File: config.mk
export PLATFORM = sky130hd
export DESIGN_NAME = imem_boot_loader
export DESIGN_NICKNAME = d
export VERILOG_FILES = /design/src/rtl/imem_boot_loader.sv
export SDC_FILE = /design/constraint.sdc
export NUM_CORES = 1
export LEC_CHECK = 0
export ABC_CLOCK_PERIOD_IN_PS = 4200
export CORE_UTILIZATION = 54
export DETAILED_ROUTE_END_ITERATION = 16
export GPL_TIMING_DRIVEN = 0
export HOLD_SLACK_MARGIN = 0.05
export PLACE_DENSITY = 0.86
export SLEW_MARGIN = 20
export SYNTH_ARGS = -nofsm -noshare
export SYNTH_HDL_FRONTEND = slang
export SYNTH_SLANG_ARGS = --single-unit
File: constraint.sdc
create_clock -name clk -period 4.2 [get_ports clk]
set_clock_uncertainty 0.05 [all_clocks]
set_input_delay 0.42 -clock clk [delete_from_list [all_inputs] [get_ports clk]]
set_output_delay 0.42 -clock clk [all_outputs]
set_load 0.02 [all_outputs]
File: src/rtl/imem_boot_loader.sv
// imem_boot_loader: receives a program image as a byte stream, assembles
// little-endian 32-bit words and writes them to instruction memory. The core
// is held in reset until the whole image has been written.
//
// state    | meaning
// ---------+------------------------------------------------------------
// HDR_LO   | waiting for word-count low byte
// HDR_HI   | waiting for word-count high byte; range check on the count
// DATA     | collecting the four bytes of the next word, LSB first
// WRITE    | single-cycle write strobe to instruction memory
// DONE     | image complete, core released; held until reset
// ERROR    | illegal word count, core kept in reset; held until reset
module imem_boot_loader #(
    parameter int          MAX_WORDS = 64,
    parameter logic [63:0] BASE_ADDR = 64'd0
) (
    input  logic        clk,
    input  logic        reset,
    input  logic        byte_valid,
    input  logic [7:0]  byte_data,
    output logic        byte_ready,
    output logic        im_we,
    output logic [63:0] im_addr,
    output logic [31:0] im_wdata,
    output logic        cpu_reset,
    output logic        done,
    output logic        error,
    output logic [15:0] words_loaded
);

    localparam logic [15:0] MAX_WORDS_W = 16'(MAX_WORDS);

    typedef enum logic [2:0] {
        S_HDR_LO,
        S_HDR_HI,
        S_DATA,
        S_WRITE,
        S_DONE,
        S_ERROR
    } state_t;

    state_t      state_q, state_d;
    logic [15:0] count_q, count_d;
    logic [1:0]  idx_q, idx_d;
    logic [31:0] asm_q, asm_d;
    logic        we_q, we_d;
    logic [63:0] addr_q, addr_d;
    logic [31:0] wdata_q, wdata_d;
    logic [15:0] words_q, words_d;
    logic        ready_q, ready_d;
    logic        done_q, done_d;
    logic        error_q, error_d;
    logic        cpu_rst_q, cpu_rst_d;

    logic        accept;
    logic [15:0] hdr_count;

    assign accept    = byte_valid && ready_q;
    assign hdr_count = {byte_data, count_q[7:0]};

    // Next-state and registered-output computation. Bytes are assembled in a
    // private register so im_wdata only changes when a write is issued.
    always_comb begin
        state_d   = state_q;
        count_d   = count_q;
        idx_d     = idx_q;
        asm_d     = asm_q;
        we_d      = 1'b0;
        addr_d    = addr_q;
        wdata_d   = wdata_q;
        words_d   = words_q;

        case (state_q)
            S_HDR_LO: begin
                if (accept) begin
                    count_d[7:0] = byte_data;
                    state_d      = S_HDR_HI;
                end
            end
            S_HDR_HI: begin
                if (accept) begin
                    count_d = hdr_count;
                    if (hdr_count == 16'd0 || hdr_count > MAX_WORDS_W) begin
                        state_d = S_ERROR;
                    end else begin
                        state_d = S_DATA;
                        idx_d   = 2'd0;
                    end
                end
            end
            S_DATA: begin
                if (accept) begin
                    asm_d[8*idx_q +: 8] = byte_data;
                    idx_d = idx_q + 2'd1;
                    if (idx_q == 2'd3) begin
                        state_d = S_WRITE;
                        we_d    = 1'b1;
                        addr_d  = BASE_ADDR + {46'd0, words_q, 2'b00};
                        wdata_d = {byte_data, asm_q[23:0]};
                    end
                end
            end
            S_WRITE: begin
                words_d = words_q + 16'd1;
                state_d = (words_q + 16'd1 == count_q) ? S_DONE : S_DATA;
            end
            S_DONE:  state_d = S_DONE;
            S_ERROR: state_d = S_ERROR;
            default: state_d = S_HDR_LO;
        endcase

        ready_d   = (state_d == S_HDR_LO) || (state_d == S_HDR_HI) || (state_d == S_DATA);
        done_d    = (state_d == S_DONE);
        error_d   = (state_d == S_ERROR);
        cpu_rst_d = (state_d != S_DONE);
    end

    // State and output registers with synchronous active-low reset.
    always_ff @(posedge clk) begin
        if (!reset) begin
            state_q   <= S_HDR_LO;
            count_q   <= 16'd0;
            idx_q     <= 2'd0;
            asm_q     <= 32'd0;
            we_q      <= 1'b0;
            addr_q    <= 64'd0;
            wdata_q   <= 32'd0;
            words_q   <= 16'd0;
            ready_q   <= 1'b1;
            done_q    <= 1'b0;
            error_q   <= 1'b0;
            cpu_rst_q <= 1'b1;
        end else begin
            state_q   <= state_d;
            count_q   <= count_d;
            idx_q     <= idx_d;
            asm_q     <= asm_d;
            we_q      <= we_d;
            addr_q    <= addr_d;
            wdata_q   <= wdata_d;
            words_q   <= words_d;
            ready_q   <= ready_d;
            done_q    <= done_d;
            error_q   <= error_d;
            cpu_rst_q <= cpu_rst_d;
        end
    end

    assign byte_ready   = ready_q;
    assign im_we        = we_q;
    assign im_addr      = addr_q;
    assign im_wdata     = wdata_q;
    assign cpu_reset    = cpu_rst_q;
    assign done         = done_q;
    assign error        = error_q;
    assign words_loaded = words_q;

endmodule
[Yosys cells after proc, flatten, opt, wreduce, memory -nomap -nowiden]
Cells that the tools add are included.
Widths: inputs -> output; s select.
Cells by class
  add/sub/neg operators: 3
  order comparisons: 1
  equality and inequality tests: 15
  shifts and indexed selects: 2
  muxes and demuxes: 15
  bitwise logic cells: 1
  reduce and logical (&&, ||, !) cells: 14
Operators with widths (count)
  $neg 5->34: 1
  $shift 8x34->32 const A: 1
  $shiftx 8x34->32: 1
  $bwmux 32: 1
  $mux 3: 6
  $pmux 3 s6: 1
  $add 16x1->16 const B: 1
  $eq 16x16->1: 1
  $gt 16x7->1 const B: 1
  $logic_not 16->1: 1
  $pmux 8 s2: 1
  $eq 3x3->1 const B: 4
  $eq 3x2->1 const B: 3
  $reduce_and 3->1: 3
  $mux 8: 1
  $eq 3x1->1 const B: 2
  $logic_not 3->1: 2
  $mux 2: 3
  $ne 2x2->1 const B: 3
  $pmux 2 s2: 1
  $reduce_and 2->1: 2
  $reduce_and 4->1: 1
  $logic_or 1x1->1: 3
  $ne 3x3->1 const B: 1
  6 further kinds: 6
Word-level totals
  bits in registers: 122
  bits of input ports: 11

[Longest topological paths before layout]
  depth in word-level cells: 8
  gate-level depth with buffers: 8
  mapped depth without buffers: 7

[Worst setup path after synthesis]
Ideal clock, no wire load.
  path kind: reg-to-reg
  start point: reg words_q[1] (netlist: words_loaded[1])
  end point: reg ready_q (netlist: byte_ready)
  library setup time: 0.120 ns
  arrival time: 2.075 ns
  setup slack: 1.954 ns
  cell stages (with the launch flop): 8
  path buffers: 0
  clock period less this slack: 2.246 ns
  cells stage by stage: dfxtp_1 > ha_1 > or3b_1 > a211oi_1 > nor3_1 > nor4_1 > and4bb_1 > nor3_1
Between the ends
  word-level cells in the longest chain between the ends: 7
  elaborated cells on any way between the ends: 9
  those cells by class: add/sub (1); eq/ne (3); mux (2); reduce/logical (3)
RTL lines
  start, declared: RTL line 49  | logic [15:0] words_q, words_d;
  start signal, assigned: RTL line 141  | words_q <= words_d;
  $add 16x1->16 *: RTL line 105  | state_d = (words_q + 16'd1 == count_q) ? S_DONE : S_DATA;
  $eq 16x16->1 *: RTL line 105
  $mux 3 *: RTL line 105
  $pmux 3 s6 *: RTL line 73  | case (state_q)
  $eq 3x1->1 or $logic_not 3->1 (tied branches): RTL line 112  | ready_d = (state_d == S_HDR_LO) || (state_d == S_HDR_HI) || (state_d == S_DATA);
  $logic_or 1x1->1: RTL line 112
  $logic_or 1x1->1 *: RTL line 112
  end signal, assigned: RTL line 142  | ready_q <= ready_d;
  end, declared: RTL line 50  | logic ready_q, ready_d;
Mark *: on every way between the ends. The rest lies on a longest branch, timed or not.
A chain may end at the register's enable or synchronous reset.

[Final worst setup path]
  start point: reg words_q[1] (netlist: words_loaded[1])
  end point: reg cpu_rst_q (netlist: cpu_reset)
Between the ends
  word-level cells in the longest chain between the ends: 5
RTL lines
  $add 16x1->16: RTL line 105
  $eq 16x16->1: RTL line 105
  $mux 3: RTL line 105
  $pmux 3 s6: RTL line 73
  $ne 3x3->1: RTL line 115  | cpu_rst_d = (state_d != S_DONE);
  end signal, assigned: RTL line 145  | cpu_rst_q <= cpu_rst_d;
  end, declared: RTL line 53  | logic cpu_rst_q, cpu_rst_d;
Every way passes these cells.

==> impl_metrics.xml <==
<?xml version="1.0" encoding="UTF-8"?>
<metrics>
  <group name="floorplan">
    <metric name="fp.dieW" unit="um">102</metric>
    <metric name="die_area" unit="um2">10500</metric>
    <metric name="initial_utilization" unit="">0.557</metric>
    <metric name="floorplan.rows" unit="">36</metric>
    <metric name="floorplan.die.height" unit="um">102</metric>
    <metric name="placeableCoreArea" unit="um2">9770</metric>
    <metric name="floorplan.io_pins" unit="">128</metric>
  </group>
  <group name="grt">
    <metric name="grt_overflow" unit="">0</metric>
    <metric name="grt_first_pass_wirelength" unit="mm">21.5</metric>
    <metric name="grt.total_usage" unit="">0.269</metric>
    <metric name="grt_max_degree" unit="">17</metric>
    <metric name="grt_pass1_vias" unit="">4420</metric>
    <metric name="antenna_found_initial" unit="">0</metric>
  </group>
  <group name="placement">
    <metric name="gp_congestion" unit="">0.903</metric>
    <metric name="place_area" unit="um2">6570</metric>
    <metric name="port_buffers" unit="">78</metric>
    <metric name="dp.final_hpwl" unit="mm">9.23</metric>
  </group>
  <group name="synth">
    <metric name="postSynthAreaPerCell" unit="um2">8.61</metric>
    <metric name="synth_instances" unit="">633</metric>
    <metric name="async_set_or_reset_flop_fraction_in_the_synthesized_netlist" unit="">0</metric>
    <metric name="postSynth.topFlopCell" unit="">dfxtp_1</metric>
    <metric name="synth_compound_gate_area_share" unit="">0.148</metric>
    <metric name="synthesis_stage_register_bit_count" unit="">114</metric>
    <metric name="synth-xor-area-share" unit="">0.0466</metric>
    <metric name="synthesis.area" unit="um2">5450</metric>
    <metric name="synth.mux.area_fraction" unit="">0.0331</metric>
    <metric name="synth_seq_area_share" unit="">0.419</metric>
    <metric name="simple_gate_area_share_of_the_yosys_netlist" unit="">0.240</metric>
    <metric name="synth_top_family_by_area" unit="">simple AND/OR/NAND/NOR gates</metric>
    <metric name="synth_enable_flop_cells" unit="">0</metric>
    <metric name="synth-warning-count" unit="">0</metric>
    <metric name="synth_cell_types" unit="">49</metric>
    <metric name="synth-adder-area-share" unit="">0.0138</metric>
  </group>
  <group name="timing">
    <metric name="layout_worst_path_cycle_share" unit="">0.658</metric>
    <metric name="max_slew_margin" unit="">0.395</metric>
    <metric name="finalSetupViolations" unit="">0</metric>
    <metric name="final_layout_setup_total_negative_slack" unit="ns">0</metric>
    <metric name="max_freq" unit="MHz">362</metric>
    <metric name="fin_crit" unit="ns">2.76</metric>
    <metric name="maxSlewViolCount" unit="">0</metric>
    <metric name="worst_slew_pin_slew" unit="ns">0.905</metric>
    <metric name="final_hold_violation_count" unit="">0</metric>
    <metric name="rsz0062_at_grt" unit="">false</metric>
  </group>
  <group name="worst_hold_path">
    <metric name="hold_path_class" unit="">flip-flop to flip-flop</metric>
  </group>
  <group name="worst_setup_path">
    <metric name="worstSetupPathType" unit="">flip-flop to flip-flop</metric>
    <metric name="reg2reg_setup_slack" unit="ns">1.44</metric>
    <metric name="worst_ep_arrival_time" unit="ns">3.12</metric>
    <metric name="endpoint_kind" unit="">flip-flop</metric>
    <metric name="type_of_origin_of_the_critical_path" unit="">flip-flop</metric>
    <metric name="worst-path-max-fanout" unit="">8</metric>
    <metric name="cp.required" unit="ns">4.56</metric>
  </group>
  <group name="detailed_routing">
    <metric name="vias" unit="">4822</metric>
    <metric name="ant_nets" unit="">0</metric>
    <metric name="firstDrtPassIters" unit="">5</metric>
    <metric name="routedWlPerCell" unit="um">14.7</metric>
    <metric name="postRouteWirelength" unit="mm">13.5</metric>
    <metric name="drc" unit="">0</metric>
    <metric name="drt-vias-per-instance" unit="">5.22</metric>
    <metric name="drtIter0Drc" unit="">286</metric>
  </group>
  <group name="outcome">
    <metric name="run_status" unit="">finished, final reports clean</metric>
  </group>
  <group name="finish">
    <metric name="antennaDiodeCount" unit="">0</metric>
    <metric name="fillers" unit="">720</metric>
    <metric name="layout.cell_area.non_filler" unit="um2">7130</metric>
    <metric name="synthToLayoutAreaGrowth" unit="%">30.9</metric>
    <metric name="post_route_cells_drive_above_1_share" unit="">0.124</metric>
    <metric name="nNetsFinal" unit="">794</metric>
  </group>
  <group name="power_and_ir_drop">
    <metric name="power_density" unit="nW/um2">376</metric>
    <metric name="irDropWorstVdd" unit="uV">292</metric>
    <metric name="p_leak" unit="nW">2.72</metric>
  </group>
  <group name="job">
    <metric name="max_cap_viol_count" unit="">0</metric>
  </group>
  <group name="clock_network">
    <metric name="cts_hold_repair.buffers" unit="">0</metric>
    <metric name="cts_resized" unit="">0</metric>
    <metric name="cts.sink_count" unit="">114</metric>
    <metric name="clk_transition_reported_paths" unit="ns">0.06</metric>
    <metric name="cts.repair_timing.setup_buffer_count" unit="">0</metric>
    <metric name="total_clock_buffers_created_by_cts" unit="">17</metric>
    <metric name="tritoncts" unit="">done</metric>
    <metric name="cts_buffer_depth" unit="">2</metric>
    <metric name="root_buffer" unit="">clkbuf_8</metric>
    <metric name="htree_levels" unit="">4</metric>
    <metric name="clk_latency" unit="ns">0.52</metric>
  </group>
</metrics>
## per-layer routing
layer	GRT usage	wire, um	vias up
li1	-	-	2329
met1	0.335	5800	2239
met2	0.435	6480	210
met3	0.0588	808	44
met4	0.138	448	0
met5	0	0	-
## state kept, by name, summed over array words and instances, names as in the netlist, 2 cells and up
signal and cells:
im_wdata 32, asm_q 24, count_q 16, im_addr 16, words_loaded 16, state_q 3, idx_q 2
## where the power goes
part,total [mW],leakage [nW],internal (mW),switching [mW]
clock,1.36,0.274,0.800,0.561
combinational,0.215,1.53,0.0938,0.121
sequential,1.11,0.920,1.10,0.0146
## through the flow
step	worst slack, ns	total power, mW	hold WS (ns)	instances	utilization
4_1_cts	1.47	2.69	0.411	923	0.730
3_5_place_dp	1.45	1.34	0.404	891	0.672
6_report	1.44	2.69	0.412	923	0.730
3_3_place_gp	1.57	1.34	0.391	891	0.672
5_1_grt	1.40	2.76	0.437	923	0.730
2_1_floorplan	1.95	1.29	0.381	680	-
## cells in the mapped netlist, types with 3 or more instances
cell type,number,area share
a21boi_0,75,0.10
a21boi_1,4,0.0055
and2_1,14,0.016
buf_2,8,0.0073
buf_4,48,0.066
clkbuf_1,29,0.020
dfxtp_1,114,0.42
ha_1,6,0.014
inv_1,7,0.0048
mux2i_1,18,0.033
nand2_1,132,0.091
nand3_1,30,0.028
nand4_1,10,0.011
nor2_1,8,0.0055
nor2b_1,20,0.023
nor3_1,13,0.012
nor3b_1,3,0.0041
nor4_1,6,0.0069
o211ai_1,3,0.0041
o21ai_0,10,0.0092
or3_1,10,0.011
xnor2_1,14,0.023
xor2_1,15,0.024
## placed cells by master, fill, tap and decap left out, types with 3 or more instances in the layout
cell type	Yosys	layout
inv_6	0	5
xnor2_1	14	14
nand2_1	132	132
clkdlybuf4s50_1	0	78
xor2_1	15	15
nor2_1	8	8
o21ai_0	10	10
nor3b_1	3	3
nor2b_1	20	20
ha_1	6	6
clkbuf_1	29	29
inv_1	7	7
and2_1	14	14
conb_1	1	48
a21boi_1	4	4
a21boi_0	75	75
o211ai_1	3	3
or3_1	10	10
nand4_1	10	10
buf_2	8	8
clkbuf_16	0	16
nor4_1	6	6
dfxtp_1	114	114
nor3_1	13	13
nand3_1	30	30
mux2i_1	18	18
clkinv_4	0	3
buf_4	48	48
## final timing paths
check | startpoint | to | depth (start not counted)
hold / removal | asm_q[2] | asm_q[2] | 2
setup reg to reg | words_loaded[1] | cpu_reset | 7
hold reg to reg | asm_q[2] | asm_q[2] | 2
setup / recovery | words_loaded[1] | cpu_reset | 7
## final cells by class
type	instances	area (um2)	share of cell area
inverters	7	26.3	0.00368
plain buffers	86	513	0.0719
well taps	133	166	0.0233
clock buffers	17	414	0.0581
repair buffers	78	781	0.109
flip-flops and latches	114	2280	0.320
multi-input cells	473	2800	0.393
clock inverters	15	148	0.0207
## cells by family (layout without fill, tap and decap cells)
logic type	after synthesis	in the layout
compound gates	107	107
buf+inv	93	203
xor+xnor	29	29
simple gates	265	265
flops	114	114
other cells	1	48
mux	18	18
fa+ha+maj	6	6
## critical path, cell delays in order (launching register included)
cell      delay (ns)
dfxtp_1         0.50
ha_1            0.37
or3b_1          0.37
a211oi_1        0.25
nor3_1          0.11
nor4_1          0.58
and4bb_1        0.36
nor2_1          0.08
Power figures use the tool's default switching activity.
